==> src/rtl/nes_controller_device_pkg.sv <==
// Shared definitions for the NES joypad device: button bit indices, shift
// length and the device FSM state encoding.
package nes_controller_device_pkg;

  localparam int NES_BITS = 8;

  localparam int NES_BUTTON_A      = 0;
  localparam int NES_BUTTON_B      = 1;
  localparam int NES_BUTTON_SELECT = 2;
  localparam int NES_BUTTON_START  = 3;
  localparam int NES_BUTTON_UP     = 4;
  localparam int NES_BUTTON_DOWN   = 5;
  localparam int NES_BUTTON_LEFT   = 6;
  localparam int NES_BUTTON_RIGHT  = 7;

  // Count value reached after the last of the eight shifts.
  localparam logic [3:0] NES_COUNT_FULL = 4'd8;

  typedef enum logic [1:0] {
    NES_DEV_IDLE  = 2'd0,
    NES_DEV_LOAD  = 2'd1,
    NES_DEV_SHIFT = 2'd2,
    NES_DEV_DONE  = 2'd3
  } nes_dev_state_e;

  // Places the two turbo enables (bit 0 = A, bit 1 = B) onto their button bits.
  function automatic logic [NES_BITS-1:0] nes_turbo_mask(input logic [1:0] turbo);
    logic [NES_BITS-1:0] mask;
    mask               = '0;
    mask[NES_BUTTON_A] = turbo[0];
    mask[NES_BUTTON_B] = turbo[1];
    return mask;
  endfunction

endpackage

==> src/rtl/nes_shift_reg_4021.sv <==
// 4021-style parallel-in / serial-out register with a saturating shift count.
// Serial input is tied low, so reads past the eighth bit return 0.
module nes_shift_reg_4021
  import nes_controller_device_pkg::*;
(
  input  logic                i_clk,
  input  logic                i_rst_n,
  input  logic                i_load,
  input  logic [NES_BITS-1:0] i_load_data,
  input  logic                i_shift,
  input  logic                i_clear_count,
  output logic                o_data,
  output logic [3:0]          o_bit_count
);

  logic [NES_BITS-1:0] shreg;

  // Load has priority over shift; the count saturates once all bits are out.
  always_ff @(posedge i_clk) begin
    if (!i_rst_n) begin
      shreg       <= '1;
      o_bit_count <= '0;
    end else begin
      if (i_load) begin
        shreg <= i_load_data;
      end else if (i_shift) begin
        shreg <= {1'b0, shreg[NES_BITS-1:1]};
      end

      if (i_clear_count) begin
        o_bit_count <= '0;
      end else if (i_shift && (o_bit_count != NES_COUNT_FULL)) begin
        o_bit_count <= o_bit_count + 4'd1;
      end
    end
  end

  assign o_data = shreg[0];

endmodule

==> src/rtl/synchronizer.sv <==
// Two-flop synchronizer for a single asynchronous input pin.
module synchronizer (
  input  logic i_clk,
  input  logic i_rst_n,
  input  logic i_d,
  output logic o_q
);

  logic meta;

  // Two back-to-back flops give the first stage a full cycle to resolve.
  always_ff @(posedge i_clk) begin
    if (!i_rst_n) begin
      meta <= 1'b0;
      o_q  <= 1'b0;
    end else begin
      meta <= i_d;
      o_q  <= meta;
    end
  end

endmodule

==> src/rtl/nes_controller_device.sv <==
// Device-side NES joypad emulation: answers a host's latch/clock pins with the
// active-low serial button stream.
// Optional turbo on A/B is enabled by defining NES_DEVICE_TURBO_EN.
//
// state | meaning
// IDLE  | after reset, waiting for the host to raise latch
// LOAD  | latch high, register reloaded from buttons every cycle
// SHIFT | latch fell, each host clock rise shifts out the next bit
// DONE  | all eight bits sent, further clocks read 0
module nes_controller_device
  import nes_controller_device_pkg::*;
#(
  parameter int TURBO_PERIOD = 4
) (
  input  logic                i_clk,
  input  logic                i_rst_n,
  input  logic [NES_BITS-1:0] i_buttons,
  input  logic                i_controller_latch,
  input  logic                i_controller_clock,
`ifdef NES_DEVICE_TURBO_EN
  input  logic [1:0]          i_turbo,
`endif
  output logic                o_controller_data,
  output logic                o_poll_strobe,
  output logic                o_done_strobe,
  output logic [3:0]          o_bit_count
);

  if (TURBO_PERIOD < 1) begin : g_turbo_period_check
    $error("TURBO_PERIOD must be at least 1");
  end

  nes_dev_state_e state, state_next;

  logic latch_sync, latch_prev;
  logic clock_sync, clock_prev;
  logic latch_rise, latch_fall, clock_rise;
  logic load, shift, clear_count;
  logic [NES_BITS-1:0] load_data;

  synchronizer u_sync_latch (
    .i_clk   (i_clk),
    .i_rst_n (i_rst_n),
    .i_d     (i_controller_latch),
    .o_q     (latch_sync)
  );

  synchronizer u_sync_clock (
    .i_clk   (i_clk),
    .i_rst_n (i_rst_n),
    .i_d     (i_controller_clock),
    .o_q     (clock_sync)
  );

  // Previous synced pin values for edge detection.
  always_ff @(posedge i_clk) begin
    if (!i_rst_n) begin
      latch_prev <= 1'b0;
      clock_prev <= 1'b0;
    end else begin
      latch_prev <= latch_sync;
      clock_prev <= clock_sync;
    end
  end

  assign latch_rise = latch_sync & ~latch_prev;
  assign latch_fall = ~latch_sync & latch_prev;
  assign clock_rise = clock_sync & ~clock_prev;

`ifdef NES_DEVICE_TURBO_EN
  localparam int CNT_W = $clog2(TURBO_PERIOD + 1);

  logic [CNT_W-1:0] poll_cnt;
  logic             turbo_phase;

  // Poll counter wraps every TURBO_PERIOD polls and flips the turbo phase.
  always_ff @(posedge i_clk) begin
    if (!i_rst_n) begin
      poll_cnt    <= '0;
      turbo_phase <= 1'b0;
    end else if (o_poll_strobe) begin
      if (poll_cnt == CNT_W'(TURBO_PERIOD - 1)) begin
        poll_cnt    <= '0;
        turbo_phase <= ~turbo_phase;
      end else begin
        poll_cnt <= poll_cnt + 1'b1;
      end
    end
  end

  // During the off phase, turbo-enabled buttons load as released.
  assign load_data = turbo_phase ? ~(i_buttons & ~nes_turbo_mask(i_turbo)) : ~i_buttons;
`else
  assign load_data = ~i_buttons;
`endif

  // State register.
  always_ff @(posedge i_clk) begin
    if (!i_rst_n) begin
      state <= NES_DEV_IDLE;
    end else begin
      state <= state_next;
    end
  end

  // Next-state logic; a latch rise always wins over a coincident clock rise.
  always_comb begin
    state_next = state;
    unique case (state)
      NES_DEV_IDLE: begin
        if (latch_sync) state_next = NES_DEV_LOAD;
      end
      NES_DEV_LOAD: begin
        if (latch_fall) state_next = NES_DEV_SHIFT;
      end
      NES_DEV_SHIFT: begin
        if (latch_rise) begin
          state_next = NES_DEV_LOAD;
        end else if (clock_rise && (o_bit_count == NES_COUNT_FULL - 4'd1)) begin
          state_next = NES_DEV_DONE;
        end
      end
      NES_DEV_DONE: begin
        if (latch_rise) state_next = NES_DEV_LOAD;
      end
      default: state_next = NES_DEV_IDLE;
    endcase
  end

  // Output decode: register controls and the two strobes.
  always_comb begin
    load          = 1'b0;
    shift         = 1'b0;
    clear_count   = 1'b0;
    o_poll_strobe = 1'b0;
    o_done_strobe = 1'b0;
    unique case (state)
      NES_DEV_LOAD: begin
        // On the fall cycle the register keeps the last sample taken.
        load          = ~latch_fall;
        clear_count   = latch_fall;
        o_poll_strobe = latch_fall;
      end
      NES_DEV_SHIFT: begin
        shift         = clock_rise & ~latch_rise;
        o_done_strobe = clock_rise & ~latch_rise & (o_bit_count == NES_COUNT_FULL - 4'd1);
      end
      NES_DEV_DONE: begin
        shift = clock_rise & ~latch_rise;
      end
      default: ;
    endcase
  end

  nes_shift_reg_4021 u_shreg (
    .i_clk         (i_clk),
    .i_rst_n       (i_rst_n),
    .i_load        (load),
    .i_load_data   (load_data),
    .i_shift       (shift),
    .i_clear_count (clear_count),
    .o_data        (o_controller_data),
    .o_bit_count   (o_bit_count)
  );

endmodule

==> config.mk <==
export PLATFORM = sky130hd
export DESIGN_NAME = nes_controller_device
export DESIGN_NICKNAME = d
export VERILOG_FILES = /design/src/rtl/nes_controller_device_pkg.sv /design/src/rtl/nes_shift_reg_4021.sv /design/src/rtl/synchronizer.sv /design/src/rtl/nes_controller_device.sv
export SDC_FILE = /design/constraint.sdc
export NUM_CORES = 1
export LEC_CHECK = 0
export ABC_AREA = 1
export CAP_MARGIN = 20
export CORE_MARGIN = 1.5
export CORE_UTILIZATION = 30
export CTS_CLUSTER_SIZE = 28
export DETAILED_ROUTE_END_ITERATION = 12
export GPL_TIMING_DRIVEN = 0
export PLACE_DENSITY = 0.6
export SLEW_MARGIN = 20
export SYNTH_ARGS = -nofsm -noshare
export SYNTH_HDL_FRONTEND = slang
export SYNTH_SLANG_ARGS = --single-unit
==> constraint.sdc <==
create_clock -name i_clk -period 1.8 [get_ports i_clk]
set_input_delay 0.18 -clock i_clk [delete_from_list [all_inputs] [get_ports i_clk]]
set_output_delay 0.18 -clock i_clk [all_outputs]
set_load 0.05 [all_outputs]
# Yosys cells after proc, flatten, opt, wreduce, memory -nomap -nowiden
# Index checks and enable logic that the tools add are counted.
# classes
muxes	12
bitwise_logic	12
eq_ne	9
addsub	1
n_reduce_logical	7
# ops
operator	n
8-bit two-way mux	2
2-bit two-way mux	5
8-bit NOT	1
2-bit one-hot mux with 4 select lines	1
1-bit NOT	6
1-bit bitwise AND	5
4-bit by 1-bit adder with 4-bit output, second input constant	1
2-bit == test, second input constant	2
4-bit by 3-bit == test with 1-bit output, second input constant	1
1-bit two-way mux	4
2-bit inequality test, second input constant	2
4-bit inequality test, second input constant	1
4-bit AND reduction	1
2-bit OR reduction	2
3-bit inequality test, second input constant	1
2-bit by 1-bit == test with 1-bit output, second input constant	1
1-bit logical AND	2
2-bit zero test	1
2-bit by 1-bit inequality test with 1-bit output, second input constant	1
2-bit nonzero test	1
# totals
elab_cells	50
out_inout_bits	7
reg_bits	20
inputBits	12

# Logic depth before layout (Yosys ltp)
# depth
depth_word	7
depth_mapped	9
ltp_nobuf	9

# Cells and area by module
# Synthesis repeated with hierarchy kept, for this count alone.
# unflattened
cells_unflattened	146
area_unflattened_um2	1027.2
# by_module_without_submodules
module	cells_per_inst	n_inst	seq_area_each_um2	area_per_inst_um2
nes_shift_reg_4021	79	1	240.2	588.1
nes_controller_device	55	1	80.1	329.1
synchronizer	6	2	40.0	55.1

# Worst setup path after synthesis
# No wires, ideal clock.
# synth_path
path_type	flip-flop to output port
from	register u_shreg.o_bit_count[1]
to	output o_done_strobe
required_time_ps	1620
slack_ps	-183
arrival_time_ps	1803
path_stages_with_launch	6
path_buffers	0
path_cell_list	dfxtp_1 > ha_1 > nand2_1 > inv_1 > nand3_1 > nor2_1
# synth_via
elab_chain_len	3
# synth_lines
element	line	rtl
from (decl)	nes_shift_reg_4021.sv:13	output logic [3:0] o_bit_count
from (signal assigned)	nes_shift_reg_4021.sv:33	o_bit_count <= o_bit_count + 4'd1;
4-bit by 3-bit == test with 1-bit output	nes_controller_device.sv:146	o_done_strobe = clock_rise & ~latch_rise & (o_bit_count == NES_COUNT_FULL - 4'd1);
1-bit bitwise AND	nes_controller_device.sv:146	
1-bit two-way mux	nes_controller_device.sv:137	unique case (state)
to (decl)	nes_controller_device.sv:25	output logic o_done_strobe,
# Every way passes these cells.

# Final worst setup path
# layout_path
from	register u_shreg.o_bit_count[0]
to	output o_done_strobe
# The elaborated chain is that of the path after synthesis.

==> out/results.tsv <==
stage	metric	value	unit
outcome	outcome	finished clean	
critical_path	WP data arrival	1510	ps
pwr	Max VDD drop	558	uV
timing	max frequency	592	MHz
critical_path	R2R Path End	u_shreg.shreg[5]	
logic_synthesis	synthesis-stage register bit count	20	
clocking	clock buffer depth	2	
clocking	TritonCTS clock tree	built	
global_routing	antenna violations before repair	0	
detailed_routing	Via Count	894	
logic_synthesis	Synth cell types	23	
clocking	Post-CTS Repair Setup Buffers	0	
pwr	Comb power frac	40.5	%
critical_path	CP max FO	5	
cells_and_area	share of cells above drive strength 1	14.9	%
job	Max-Cap Viols	0	
clocking	clk slew on worst S/H paths	120	ps
critical_path	flop2flop setup slack	360	ps
critical_path	Crit Path Class	register to output pin	
logic_synthesis	Synth async-reset ratio	0	%
die	io pins	19	
critical_path	Critical Path Start Type	register	
global_routing	total gr overflow	0	
detailed_routing	DR iter-0 viols	63	
global_routing	vias in the first global route	784	
detailed_routing	DRC viols	0	
logic_synthesis	largest cells by area after synthesis	dfxtp_1 (38%), nand2_1 (15%), ha_1 (8.4%)	
die	Die Y	61.9	um
detailed_routing	per-cell routed wire length	9.34	um
placed_design	post-DP HPWL	1460	um
cells_and_area	Layout Cells excl Fill	207	
worst_hold_path	worst min-delay path class	input port to register	
timing	clk_skew	0.821	ps
die	effective utilization at floorplan	31.2	%
clocking	Max H-tree Level	1	
placed_design	DP Cell Count	203	
cells_and_area	fill count	370	
critical_path	worst flop-to-flop path startpoint	state[1]	
logic_synthesis	cell with the most instances after synthesis	nand2_1	
timing	RSZ-0062 raised after global routing	no	
clocking	Post-CTS Hold Buffers	0	
die	Core Box Area	3340	um^2
die	# rows	21	
die	chip width	61.9	um
pwr	Clk network pwr share	23.0	%
critical_path	Top Family by Delay on Critical Path	flip-flops	
critical_path	crit path from	u_shreg.o_bit_count[0]	
logic_synthesis	area leader, netlist	dfxtp_1	
timing	fin. max-slew vios	0	
cells_and_area	# diodes	0	
timing	Hold Vio Cnt, Final	0	
cells_and_area	fin util	39.7	%
detailed_routing	WL final	1930	um
global_routing	pin count of the biggest net entering global routing	13	
logic_synthesis	Commonest cells post-synth	nand2_1 (42), dfxtp_1 (20), inv_1 (20)	
timing	worst relative slew slack	66.6	%
timing	Slew @ Worst Pin	501	ps
logic_synthesis	Avg Cell Area, Syn	7.44	um^2
placed_design	# port buffers	17	
logic_synthesis	Netlist Area Pre-Place	1040	um^2
critical_path	worst reg2reg path depth	7	
clocking	CTS Sinks	20	
critical_path	slowest CP cell	dfxtp_1	
detailed_routing	routed vias/inst	4.32	
global_routing	Tot GR Track Use	11.2	%
global_routing	first-pass GRT wire length	3220	um
pwr	Internal Power	0.00102	W
logic_synthesis	sequential area share after synthesis	38.4	%
logic_synthesis	Post-synth EDFFs	0	
logic_synthesis	Synth Flop Type	dfxtp_1	
die	Die Area	3840	um^2
critical_path	Critical Path End	o_done_strobe	
critical_path	crit path capture type	output pin	
placed_design	pre-CTS setup slack	-95.1	ps
placed_design	GP Congestion	0.751	
logic_synthesis	Yosys top cell area share	38.4	%
critical_path	max incr delay on CP	430	ps
timing	fin crit share	93.8	%
detailed_routing	Detail Route Antenna Nets	0	
clocking	clk_lat worst skew	300	ps
critical_path	CP bufs+invs	2	
logic_synthesis	synthesized instance count	140	
timing	count of final setup violators	0	
clocking	CTS root buf	clkbuf_4	
logic_synthesis	Ys Warns	0	
pwr	sequential fraction of design power	36.6	%
detailed_routing	first drt pass iteration count	5	
cells_and_area	P&R area growth vs syn	27.1	%
clocking	Num CTS Buffers	3	
pwr	Net Sw Frac	36.8	%
cells_and_area	Nets	181	
timing	setup ws final	111	ps
critical_path	worst path cell trace	ha_1 > nand2_1 > inv_1 > nand3_1 > nor2_2 > buf_2	
critical_path	Critical Path Stages	6	
timing	min Tclk post-route	1690	ps
logic_synthesis	syn_nets	159	
pwr	Cell Pwr Density	1220	nW/um^2
critical_path	Critical Path RT	1620	ps
pwr	Leakage	0.683	nW
pwr	Psw	0.000593	W
[sequential cells by signal (all words and copies together), names as in the netlist]
signal,count
clock_prev,1
u_shreg.shreg,8
u_sync_latch.o_q,1
u_sync_clock.o_q,1
u_shreg.o_bit_count,4
u_sync_clock.meta,1
u_sync_latch.meta,1
latch_prev,1
state,2
[layout by cell type (no fill, tap or decap), types with 2 or more instances in the layout]
cell	count
ha_1	7
nand2_4	3
a21oi_1	8
o21ai_2	5
o21ai_0	2
clkdlybuf4s50_1	12
nor2_2	3
buf_2	2
xor2_1	2
dfxtp_1	20
nand3_1	12
clkbuf_4	4
inv_2	2
nand2_1	42
dlymetal6s2s_1	3
nor2_1	4
inv_1	20
[final cells by class]
class | count | area (um^2) | share of cell area (%)
clock buffer | 3 | 22.5 | 1.70
buffer | 3 | 23.8 | 1.79
multi-input combinational | 95 | 538 | 40.6
tap | 46 | 57.6 | 4.34
sequential | 20 | 400 | 30.2
timing repair buffer | 17 | 170 | 12.8
inverter | 22 | 82.6 | 6.23
clock inverter | 1 | 30.0 | 2.27
[power by group through the flow]
stage          Sequential [W]  Combinational [W]  Clock [W]
2_1_floorplan        0.000618           0.000497          0
3_3_place_gp         0.000593           0.000646          0
3_5_place_dp         0.000597           0.000656          0
4_1_cts              0.000589           0.000660   0.000384
5_1_grt              0.000598           0.000742   0.000401
6_report             0.000589           0.000652   0.000370
[what timing repair did]
| item | CTS | global route |
|---|---|---|
| endpoints found under the setup margin | 2 | 4 |
| endpoints found under the hold margin | 0 | 0 |
| resized for setup | 10 | 4 |
[layer usage]
metal	up-vias	track usage (%)	wire, um
li1	477	-	-
met1	392	14.1	882
met2	23	18.3	934
met3	2	3.93	105
met4	0	2.74	11
met5	-	0	0
[kinds of logic (layout without fill, tap and decap cells)]
logic type      Yosys count  count (layout)  share of synthesized area (%)
compound gates           18              18                           10.9
xor+xnor                  2               2                           1.68
fa+ha+maj                 7               7                           8.40
buf+inv                  25              46                           10.2
flops                    20              20                           38.4
simple gates             68              68                           30.4
[metrics by stage]
step           total power [W]  hold WS, ps  setup TNS (ps)  cell area (um^2)
2_1_floorplan          0.00111          278               0              1040
3_3_place_gp           0.00124          395            -151              1270
3_5_place_dp           0.00125          402            -172              1270
4_1_cts                0.00163          147               0              1320
5_1_grt                0.00174          152               0              1330
6_report               0.00161          152               0              1330
[worst min path at each step]
stage,cells after the start,slack (ps),from,end
final,3,150,i_rst_n,u_sync_clock.o_q
after global placement,2,400,u_sync_clock.meta,u_sync_clock.o_q
after detailed placement,2,400,u_sync_clock.meta,u_sync_clock.o_q
after CTS,3,150,i_rst_n,u_sync_clock.o_q
after floorplan,2,280,i_controller_clock,u_sync_clock.meta
after global routing,3,150,i_rst_n,u_sync_clock.o_q
[worst min-delay path, stage by stage]
cell and delay (ps):
buf_2 150, nand2_1 70, inv_1 30
Note: power is estimated with default switching activity, not from simulation.
